==> src/rtl/cla_pkg.sv <==
// -----------------------------------------------------------------------------
// cla_pkg
// Shared definitions for the pipelined carry-lookahead adder.
//   - cla_nstage      : number of pipeline stages for a given configuration
//   - lookahead_carry : sum-of-products carry into position n of a
//                       generate/propagate vector (no ripple chain)
//   - stage_ctrl_t    : control part of one stage's pipeline register
//                       (valid, carry into the next stage, sub flag)
// Optional feature macro: CLA_ADDER_SUB_EN (adds the sub flag to the struct).
// -----------------------------------------------------------------------------
package cla_pkg;

    // Widest generate/propagate vector the lookahead helper accepts.
    localparam int LA_W = 32;

    function automatic int cla_nstage(input int width, input int block, input int gps);
        return (width + block * gps - 1) / (block * gps);
    endfunction

    // Carry into position n: c0 & p[0..n-1]  |  OR_j ( g[j] & p[j+1..n-1] ).
    // Written as a flat sum of products so every carry is two logic levels
    // deep in g/p rather than a chain through the lower carries.
    function automatic logic lookahead_carry(input logic [LA_W-1:0] g,
                                             input logic [LA_W-1:0] p,
                                             input logic            c0,
                                             input int              n);
        logic carry;
        logic term;
        term = c0;
        for (int m = 0; m < n; m++) term = term & p[m];
        carry = term;
        for (int j = 0; j < n; j++) begin
            term = g[j];
            for (int m = j + 1; m < n; m++) term = term & p[m];
            carry = carry | term;
        end
        return carry;
    endfunction

    typedef struct packed {
        logic valid;
        logic carry;
`ifdef CLA_ADDER_SUB_EN
        logic sub;
`endif
    } stage_ctrl_t;

endpackage

==> src/rtl/cla_group.sv <==
// -----------------------------------------------------------------------------
// cla_group
// Combinational BLOCK-bit carry-lookahead group.
// Ports:
//   a, b   in  BLOCK  operand slices
//   ci     in  1      carry into the group LSB
//   s      out BLOCK  sum slice
//   g      out 1      group generate (carry out assuming ci=0)
//   p      out 1      group propagate (all bits propagate)
//   c_msb  out 1      carry into the group MSB (used for signed overflow)
// -----------------------------------------------------------------------------
module cla_group
    import cla_pkg::*;
#(
    parameter int BLOCK = 4
) (
    input  logic [BLOCK-1:0] a,
    input  logic [BLOCK-1:0] b,
    input  logic             ci,
    output logic [BLOCK-1:0] s,
    output logic             g,
    output logic             p,
    output logic             c_msb
);

    logic [BLOCK-1:0] bit_g;
    logic [BLOCK-1:0] bit_p;
    logic [BLOCK-1:0] carry;

    assign bit_g = a & b;
    assign bit_p = a ^ b;

    // NOTE: combinational blocks assign a default first so no path can infer a latch.
    always_comb begin
        carry = '0;
        for (int i = 0; i < BLOCK; i++) begin
            carry[i] = lookahead_carry(LA_W'(bit_g), LA_W'(bit_p), ci, i);
        end
    end

    assign s     = bit_p ^ carry;
    assign g     = lookahead_carry(LA_W'(bit_g), LA_W'(bit_p), 1'b0, BLOCK);
    assign p     = &bit_p;
    assign c_msb = carry[BLOCK-1];

endmodule

==> src/rtl/cla_adder_pipe.sv <==
// -----------------------------------------------------------------------------
// cla_adder_pipe
// Pipelined carry-lookahead adder with valid/ready handshakes on both sides.
// Each stage resolves BLOCK*GROUPS_PER_STAGE sum bits with two-level
// lookahead (inside groups, then across the stage's groups) and registers the
// carry for the next stage. Unconsumed operand bits and finished sum bits
// travel alongside in skew registers.
// Ports:
//   clk        in  1      clock, rising edge
//   rst        in  1      asynchronous active-high reset
//   in_valid   in  1      operand beat valid
//   in_ready   out 1      beat accepted this cycle
//   a, b       in  WIDTH  operands
//   ci         in  1      carry in
//   sub        in  1      subtract (only with CLA_ADDER_SUB_EN)
//   out_valid  out 1      result valid
//   out_ready  in  1      downstream accepts result
//   s          out WIDTH  sum
//   co         out 1      carry out of MSB (1 = no borrow when subtracting)
//   of         out 1      signed overflow
// Optional feature macro: CLA_ADDER_SUB_EN.
// -----------------------------------------------------------------------------
module cla_adder_pipe
    import cla_pkg::*;
#(
    parameter int WIDTH            = 32,
    parameter int BLOCK            = 4,
    parameter int GROUPS_PER_STAGE = 2
) (
    input  logic             clk,
    input  logic             rst,
    input  logic             in_valid,
    output logic             in_ready,
    input  logic [WIDTH-1:0] a,
    input  logic [WIDTH-1:0] b,
    input  logic             ci,
`ifdef CLA_ADDER_SUB_EN
    input  logic             sub,
`endif
    output logic             out_valid,
    input  logic             out_ready,
    output logic [WIDTH-1:0] s,
    output logic             co,
    output logic             of
);

    localparam int SW      = BLOCK * GROUPS_PER_STAGE;
    localparam int NSTAGE  = cla_nstage(WIDTH, BLOCK, GROUPS_PER_STAGE);
    localparam int NUM_MID = (NSTAGE > 1) ? NSTAGE - 1 : 1;
    // Stage 0 consumes the low SW operand bits straight from the ports, so
    // only the bits above it ever need to be carried in skew registers.
    localparam int OP_LO   = (NSTAGE > 1) ? SW : 0;

    stage_ctrl_t          ctrl_q [NSTAGE];
    logic [WIDTH-1:0]     sum_q  [NSTAGE];
    logic [WIDTH-1:OP_LO] a_q    [NUM_MID];
    logic [WIDTH-1:OP_LO] b_q    [NUM_MID];
    logic                 of_q;
    logic                 c_into_msb;
    logic [NSTAGE-1:0]    vld;
    logic [NSTAGE-1:0]    adv;

    always_comb begin
        vld = '0;
        for (int k = 0; k < NSTAGE; k++) vld[k] = ctrl_q[k].valid;
    end

    // Stage k may load when any stage from k to the output has a hole, or the
    // output is being taken; the closed form avoids a chain through adv itself.
    for (genvar k = 0; k < NSTAGE; k++) begin : g_adv
        assign adv[k] = out_ready | ~(&vld[NSTAGE-1:k]);
    end

    assign in_ready  = adv[0];
    assign out_valid = vld[NSTAGE-1];
    assign s         = sum_q[NSTAGE-1];
    assign co        = ctrl_q[NSTAGE-1].carry;
    assign of        = of_q;

    for (genvar k = 0; k < NSTAGE; k++) begin : g_stage
        localparam int LO = k * SW;
        localparam int HI = (LO + SW > WIDTH) ? WIDTH : LO + SW;
        localparam int W  = HI - LO;
        localparam int NG = W / BLOCK;

        logic [W-1:0]     op_a;
        logic [W-1:0]     op_b;
        logic [W-1:0]     op_s;
        logic             c_in;
        logic             v_in;
        logic             flip;
        logic [WIDTH-1:0] sum_prev;
        logic [WIDTH-1:0] sum_d;
        logic [NG-1:0]    grp_g;
        logic [NG-1:0]    grp_p;
        logic [NG:0]      grp_c;
        stage_ctrl_t      ctrl_d;

        if (k == 0) begin : g_src
`ifdef CLA_ADDER_SUB_EN
            assign flip = sub;
            assign c_in = sub | ci;  // subtract forces carry-in to 1
`else
            assign flip = 1'b0;
            assign c_in = ci;
`endif
            assign op_a     = a[HI-1:LO];
            assign v_in     = in_valid;
            assign sum_prev = '0;
        end else begin : g_src
`ifdef CLA_ADDER_SUB_EN
            assign flip = ctrl_q[k-1].sub;
`else
            assign flip = 1'b0;
`endif
            assign c_in     = ctrl_q[k-1].carry;
            assign op_a     = a_q[k-1][HI-1:LO];
            assign v_in     = ctrl_q[k-1].valid;
            assign sum_prev = sum_q[k-1];
        end

        // Each stage inverts its own slice of b, so the raw operand travels
        // and the sub flag is what rides along with the beat.
        if (k == 0) begin : g_opb
            assign op_b = b[HI-1:LO] ^ {W{flip}};
        end else begin : g_opb
            assign op_b = b_q[k-1][HI-1:LO] ^ {W{flip}};
        end

        for (genvar g = 0; g < NG; g++) begin : g_grp
            if (k == NSTAGE - 1 && g == NG - 1) begin : g_top
                cla_group #(.BLOCK(BLOCK)) u_grp (
                    .a     (op_a[g*BLOCK +: BLOCK]),
                    .b     (op_b[g*BLOCK +: BLOCK]),
                    .ci    (grp_c[g]),
                    .s     (op_s[g*BLOCK +: BLOCK]),
                    .g     (grp_g[g]),
                    .p     (grp_p[g]),
                    .c_msb (c_into_msb)
                );
            end else begin : g_mid
                logic c_msb_unused;
                cla_group #(.BLOCK(BLOCK)) u_grp (
                    .a     (op_a[g*BLOCK +: BLOCK]),
                    .b     (op_b[g*BLOCK +: BLOCK]),
                    .ci    (grp_c[g]),
                    .s     (op_s[g*BLOCK +: BLOCK]),
                    .g     (grp_g[g]),
                    .p     (grp_p[g]),
                    .c_msb (c_msb_unused)
                );
            end
        end

        // Second-level lookahead across this stage's groups.
        always_comb begin
            grp_c = '0;
            for (int g = 0; g <= NG; g++) begin
                grp_c[g] = lookahead_carry(LA_W'(grp_g), LA_W'(grp_p), c_in, g);
            end
        end

        always_comb begin
            sum_d          = sum_prev;
            sum_d[HI-1:LO] = op_s;
            ctrl_d         = '0;
            ctrl_d.valid   = v_in;
            ctrl_d.carry   = grp_c[NG];
`ifdef CLA_ADDER_SUB_EN
            ctrl_d.sub     = flip;
`endif
        end

        // NOTE: data registers are reset too, so the outputs read 0 out of reset.
        always_ff @(posedge clk or posedge rst) begin
            if (rst) begin
                ctrl_q[k] <= '0;
                sum_q[k]  <= '0;
            end else if (adv[k]) begin
                ctrl_q[k] <= ctrl_d;
                sum_q[k]  <= sum_d;
            end
        end

        if (k < NSTAGE - 1) begin : g_skew
            logic [WIDTH-1:OP_LO] nxt_a;
            logic [WIDTH-1:OP_LO] nxt_b;
            if (k == 0) begin : g_from_port
                assign nxt_a = a[WIDTH-1:OP_LO];
                assign nxt_b = b[WIDTH-1:OP_LO];
            end else begin : g_from_prev
                assign nxt_a = a_q[k-1];
                assign nxt_b = b_q[k-1];
            end
            always_ff @(posedge clk or posedge rst) begin
                if (rst) begin
                    a_q[k] <= '0;
                    b_q[k] <= '0;
                end else if (adv[k]) begin
                    a_q[k] <= nxt_a;
                    b_q[k] <= nxt_b;
                end
            end
        end else begin : g_of
            // Overflow: carry into the MSB differs from carry out of it.
            always_ff @(posedge clk or posedge rst) begin
                if (rst)         of_q <= 1'b0;
                else if (adv[k]) of_q <= c_into_msb ^ grp_c[NG];
            end
        end
    end

endmodule

==> config.mk <==
export PLATFORM = sky130hd
export DESIGN_NAME = cla_adder_pipe
export DESIGN_NICKNAME = d
export VERILOG_FILES = /design/src/rtl/cla_pkg.sv /design/src/rtl/cla_group.sv /design/src/rtl/cla_adder_pipe.sv
export SDC_FILE = /design/constraint.sdc
export NUM_CORES = 1
export LEC_CHECK = 0
export BUFFER_PORTS_ARGS = -buffer_cell sky130_fd_sc_hd__buf_2
export CORE_MARGIN = 2
export CORE_UTILIZATION = 62
export CTS_CLUSTER_SIZE = 24
export DETAILED_ROUTE_END_ITERATION = 8
export GPL_TIMING_DRIVEN = 0
export MAX_ROUTING_LAYER = met4
export PLACE_DENSITY_LB_ADDON = 0.25
export SLEW_MARGIN = 10
export SYNTH_ARGS = -nofsm -noshare
export SYNTH_HDL_FRONTEND = slang
export SYNTH_SLANG_ARGS = --single-unit
==> constraint.sdc <==
create_clock -name clk -period 11.3 [get_ports clk]
set_input_delay 1.13 -clock clk [delete_from_list [all_inputs] [get_ports clk]]
set_output_delay 1.13 -clock clk [all_outputs]
set_load 0.02 [all_outputs]
==> tab_implementation.tex <==
\begin{tabular}{lr}
\hline
Metric & Value \\
\hline
\multicolumn{2}{l}{\textbf{Placement}} \\
HPWL reported at the end of detailed placement & 12.4 mm \\
Cell count after placement & 1,117 \\
Gp weighted congestion & around 0.87 \\
Placement Setup Slack & roughly 7.8 ns \\
Number of port buffers & 104 \\
\multicolumn{2}{l}{\textbf{GRT}} \\
Overall track demand over capacity in global routing & 0.268 \\
Global routing met3 resource utilization & 0.0455 \\
Number of antenna violations at the first check in global routing & 0 \\
Global-route met2 utilization & 0.406 \\
Met1 track utilization from global routing & 0.371 \\
Wire length of the first global-routing pass & 28.8 mm \\
Pin count of the biggest net entering global routing & approximately 130 \\
Number of global-route vias before repair & 6,007 \\
Most crowded layer after global routing & met2 \\
Remaining Overflow, GRT & 0 \\
\multicolumn{2}{l}{\textbf{Finish}} \\
Final non-filler cell total & 1,148 \\
Fraction of final layout cells with drive strength greater than 1 & 0.192 \\
Signed area change from the synthesized netlist to the final layout & 16.5\% \\
Antenna diodes & 0 \\
Final nets & 1,077 \\
\multicolumn{2}{l}{\textbf{Floorplanning}} \\
Die footprint & 14,200 um2 \\
CORE AREA & 13,100 um2 \\
Initial Util & 0.627 \\
Die X & 119 um \\
Placement row count & 42 \\
I/O pin count & 105 \\
Floorplan die height & 119 um \\
\multicolumn{2}{l}{\textbf{Drt}} \\
Routed wire length & 16.9 mm \\
Vias per std cell & between 5 and 6 \\
Total DRC errors in the routed layout & 0 \\
Drt wl/cell & 14.7 um \\
DR vias & 5,967 \\
Number of violations reported at the end of detailed-routing iteration 0 & approximately 380 \\
Iteration count of the initial detailed-routing pass & 4 \\
Number of routed nets with antenna violations & 0 \\
\multicolumn{2}{l}{\textbf{Worst setup path}} \\
CP endpoint kind & output pin \\
Count of buffering cells on the critical path with inverters included & 4 \\
Cell breakdown of the critical path & buf\_2, nand4b\_1, nor2\_2, inv\_2, clkbuf\_1, buf\_2 \\
Cell seen most often among critical-path stages & buf\_2 \\
Max stage delay on crit path & about 0.30 ns \\
Data arrival time of the critical path & 2.39 ns \\
Kind of critical path & primary input to output pin \\
Worst path top cell family by delay & buffers and inverters \\
Nature of the critical path startpoint & primary input \\
WP data required & 10.17 ns \\
Largest fanout on the critical path & 10 \\
Cell type of the slowest stage on the worst timing path & nand4b\_1 \\
\multicolumn{2}{l}{\textbf{Pwr}} \\
Worst IR drop on VDD & 0.121 mV \\
Proportion of power drawn by combinational gates & 0.269 \\
Switching fraction of total power & 0.324 \\
Total power draw & 0.00209 W \\
Relative contribution of sequential cells to total power & 0.455 \\
Internal power component & 0.00141 W \\
Net switching power & 0.000676 W \\
Leakage power of the design & 4.91 nW \\
Power share of the clock group & 0.276 \\
Cell area power density & 219 nW/um2 \\
\multicolumn{2}{l}{\textbf{Clock tree}} \\
CTS tree & yes \\
Setup Fix Bufs, Post-CTS & 0 \\
Clock latency reported for the late side of the worst-skew pair & 0.43 ns \\
Number of buffers added to fix hold violations after cts & 0 \\
Cells resized by post-CTS repair & 0 \\
Root Driver & clkbuf\_16 \\
Clock-pin transition on the worst setup and hold timing paths & 0.06 ns \\
Number of buffers on the longest clock path & 2 \\
Htree depth & 4 \\
Clock Sinks & 185 \\
Number of buffers inserted during clock tree synthesis & 17 \\
\multicolumn{2}{l}{\textbf{Logic synthesis}} \\
Number of synthesized register bits & 185 \\
Fraction of the yosys area taken by sequential cells & 0.565 \\
Synth cell types & 39 \\
Mapped cell area & 8200 um2 \\
Synth Warn \# & 0 \\
Mapped Nets & about 950 \\
Mean post-synth cell area & around 9.8 um2 \\
Post-synthesis instance total & between 800 and 900 \\
\multicolumn{2}{l}{\textbf{Flow run}} \\
Total of max-cap violations & 0 \\
\multicolumn{2}{l}{\textbf{Run status}} \\
Run status & complete, no violations \\
\multicolumn{2}{l}{\textbf{Timing}} \\
Minimum clock period & 3.52 ns \\
TNS Setup & 0 ns \\
Slack of the critical path & around 8 ns \\
Max\_slew headroom & 0.534 \\
Fin. Hold Viols & 0 \\
Final Setup Violations & 0 \\
Slew at the pin with the worst max-slew slack & a little under 0.7 ns \\
Highest clock frequency the design can meet & 284 MHz \\
Unrepaired setup endpoints after global routing & false \\
Count of final max-slew check failures & 0 \\
Clk\_skew & between 0.01 and 0.015 ns \\
Final worst-path cycle share & 0.311 \\
\multicolumn{2}{l}{\textbf{Hold path}} \\
Worst hold-check path type & flip-flop to flip-flop \\
\hline
\end{tabular}
sequential cells by signal, indices dropped and copies added (netlist names):
signal	flops
b_q	8
g_stage.g_skew.nxt_b	40
g_stage.v_in	3
co	1
a_q	8
of	1
out_valid	1
s	32
g_stage.c_in	3
g_stage.sum_prev	48
g_stage.g_skew.nxt_a	40
worst reg2reg max path: cells and delay by family, from the launching register on:
family	cells	cell delay, ns
AOI/OAI and AO/OA	4	0.86
adders and majority gates	2	0.55
and+or+nand+nor	3	0.47
DFF	1	0.40
xor gates and xnor gates	1	0.19
layer usage:
| layer | vias to the layer above | part of all wire |
|---|---|---|
| li1 | 2967 | - |
| met1 | 2832 | 0.48 |
| met3 | 21 | 0.043 |
| met5 | - | 0 |
| met2 | 147 | 0.46 |
| met4 | 0 | 0.018 |
final timing paths:
kind | from | to | slack (ns) | cells past startpoint
max | out_ready | in_ready | 7.78 | 6
min | s[4] | s[4] | 0.46 | 2
max reg2reg | a_q[17] | s[31] | 8.70 | 10
min reg2reg | s[4] | s[4] | 0.46 | 2
max in group asynchronous | rst | g_stage[1].g_skew.nxt_a[19] | 9.66 | 3
min in group asynchronous | rst | g_stage[1].g_skew.nxt_a[12] | 0.73 | 2
cell type report:
cell class                      instances  area [um2]
Timing Repair Buffer                  105         548
Multi-Input combinational cell        600        3350
Fill cell                             960        3540
Tap cell                              176         220
Buffer                                 36         160
Clock buffer                           23         478
Inverter                               15        63.8
Sequential cell                       185        4630
Clock inverter                          8        95.1
cell usage after synthesis:
master,count,share of area
inv_2,1,0.00046
nand2_1,363,0.17
buf_1,2,0.00092
a211oi_1,1,0.00092
xor2_1,6,0.0064
nand4_1,2,0.0015
and4b_1,1,0.0012
o211a_1,2,0.0024
or2_2,1,0.00076
mux2_1,1,0.0014
nor2b_1,1,0.00076
dfrtp_1,185,0.56
a21oi_1,20,0.012
nor2_2,1,0.00076
inv_1,14,0.0064
clkbuf_1,18,0.0082
o21a_1,21,0.019
a31oi_1,1,0.00076
nand2b_1,7,0.0053
a2111oi_0,4,0.0043
a22oi_1,2,0.0018
ha_1,40,0.061
o21ai_1,2,0.0012
nor3_1,15,0.0092
xnor2_1,4,0.0043
a211oi_2,1,0.0015
buf_2,14,0.0085
a21o_1,2,0.0018
o21ai_0,19,0.012
mux2i_1,2,0.0024
o31ai_1,12,0.011
a31o_1,1,0.0011
a2111oi_2,1,0.0018
nand2_2,1,0.00076
fa_1,8,0.020
buf_4,2,0.0018
nor2_1,26,0.012
mux2_2,31,0.043
nand4b_1,1,0.0011
cells in the final DEF, fill, tap and decap left out, types with 3 or more instances in the layout:
master     instances
clkinv_2           4
fa_1               8
nand2b_1           7
o21a_1            21
nand2_1          363
dfrtp_1          185
o21ai_0           19
buf_2            118
ha_1              40
inv_1             13
nor3_1            15
mux2_2            31
a21oi_1           20
a2111oi_0          4
xor2_1             6
clkbuf_1          21
nor2_1            26
o31ai_1           12
xnor2_1            4
clkbuf_16         17
clkbuf_8           3
metrics by stage:
step | hold WS [ns] | utilization | instance area, um2
after detailed placement | 0.452 | 0.686 | 8970
after global placement | 0.438 | 0.683 | 8940
after CTS | 0.467 | 0.730 | 9550
after global routing | 0.487 | 0.730 | 9550
final | 0.458 | 0.730 | 9550
after floorplan | 0.425 | - | 8200
cell families (layout without fill, tap and decap cells):
kind of cell | Yosys count | count (layout) | share of synthesized area
and+or+nand+nor | 419 | 419 | 0.199
DFF | 185 | 185 | 0.565
AOI/OAI and AO/OA | 89 | 89 | 0.0717
adders and majority gates | 48 | 48 | 0.0806
buffers and inverters | 51 | 187 | 0.0264
xor gates and xnor gates | 10 | 10 | 0.0107
muxes | 34 | 34 | 0.0464
power groups by stage:
stage	registers, W	logic [W]	clock network [W]
5_1_grt	0.000972	0.000631	0.000612
3_3_place_gp	0.000948	0.000535	0
4_1_cts	0.000949	0.000566	0.000583
2_1_floorplan	0.000988	0.000344	0
6_report	0.000950	0.000561	0.000576
3_5_place_dp	0.000958	0.000557	0
No activity file was read; power rests on OpenSTA's default activity.
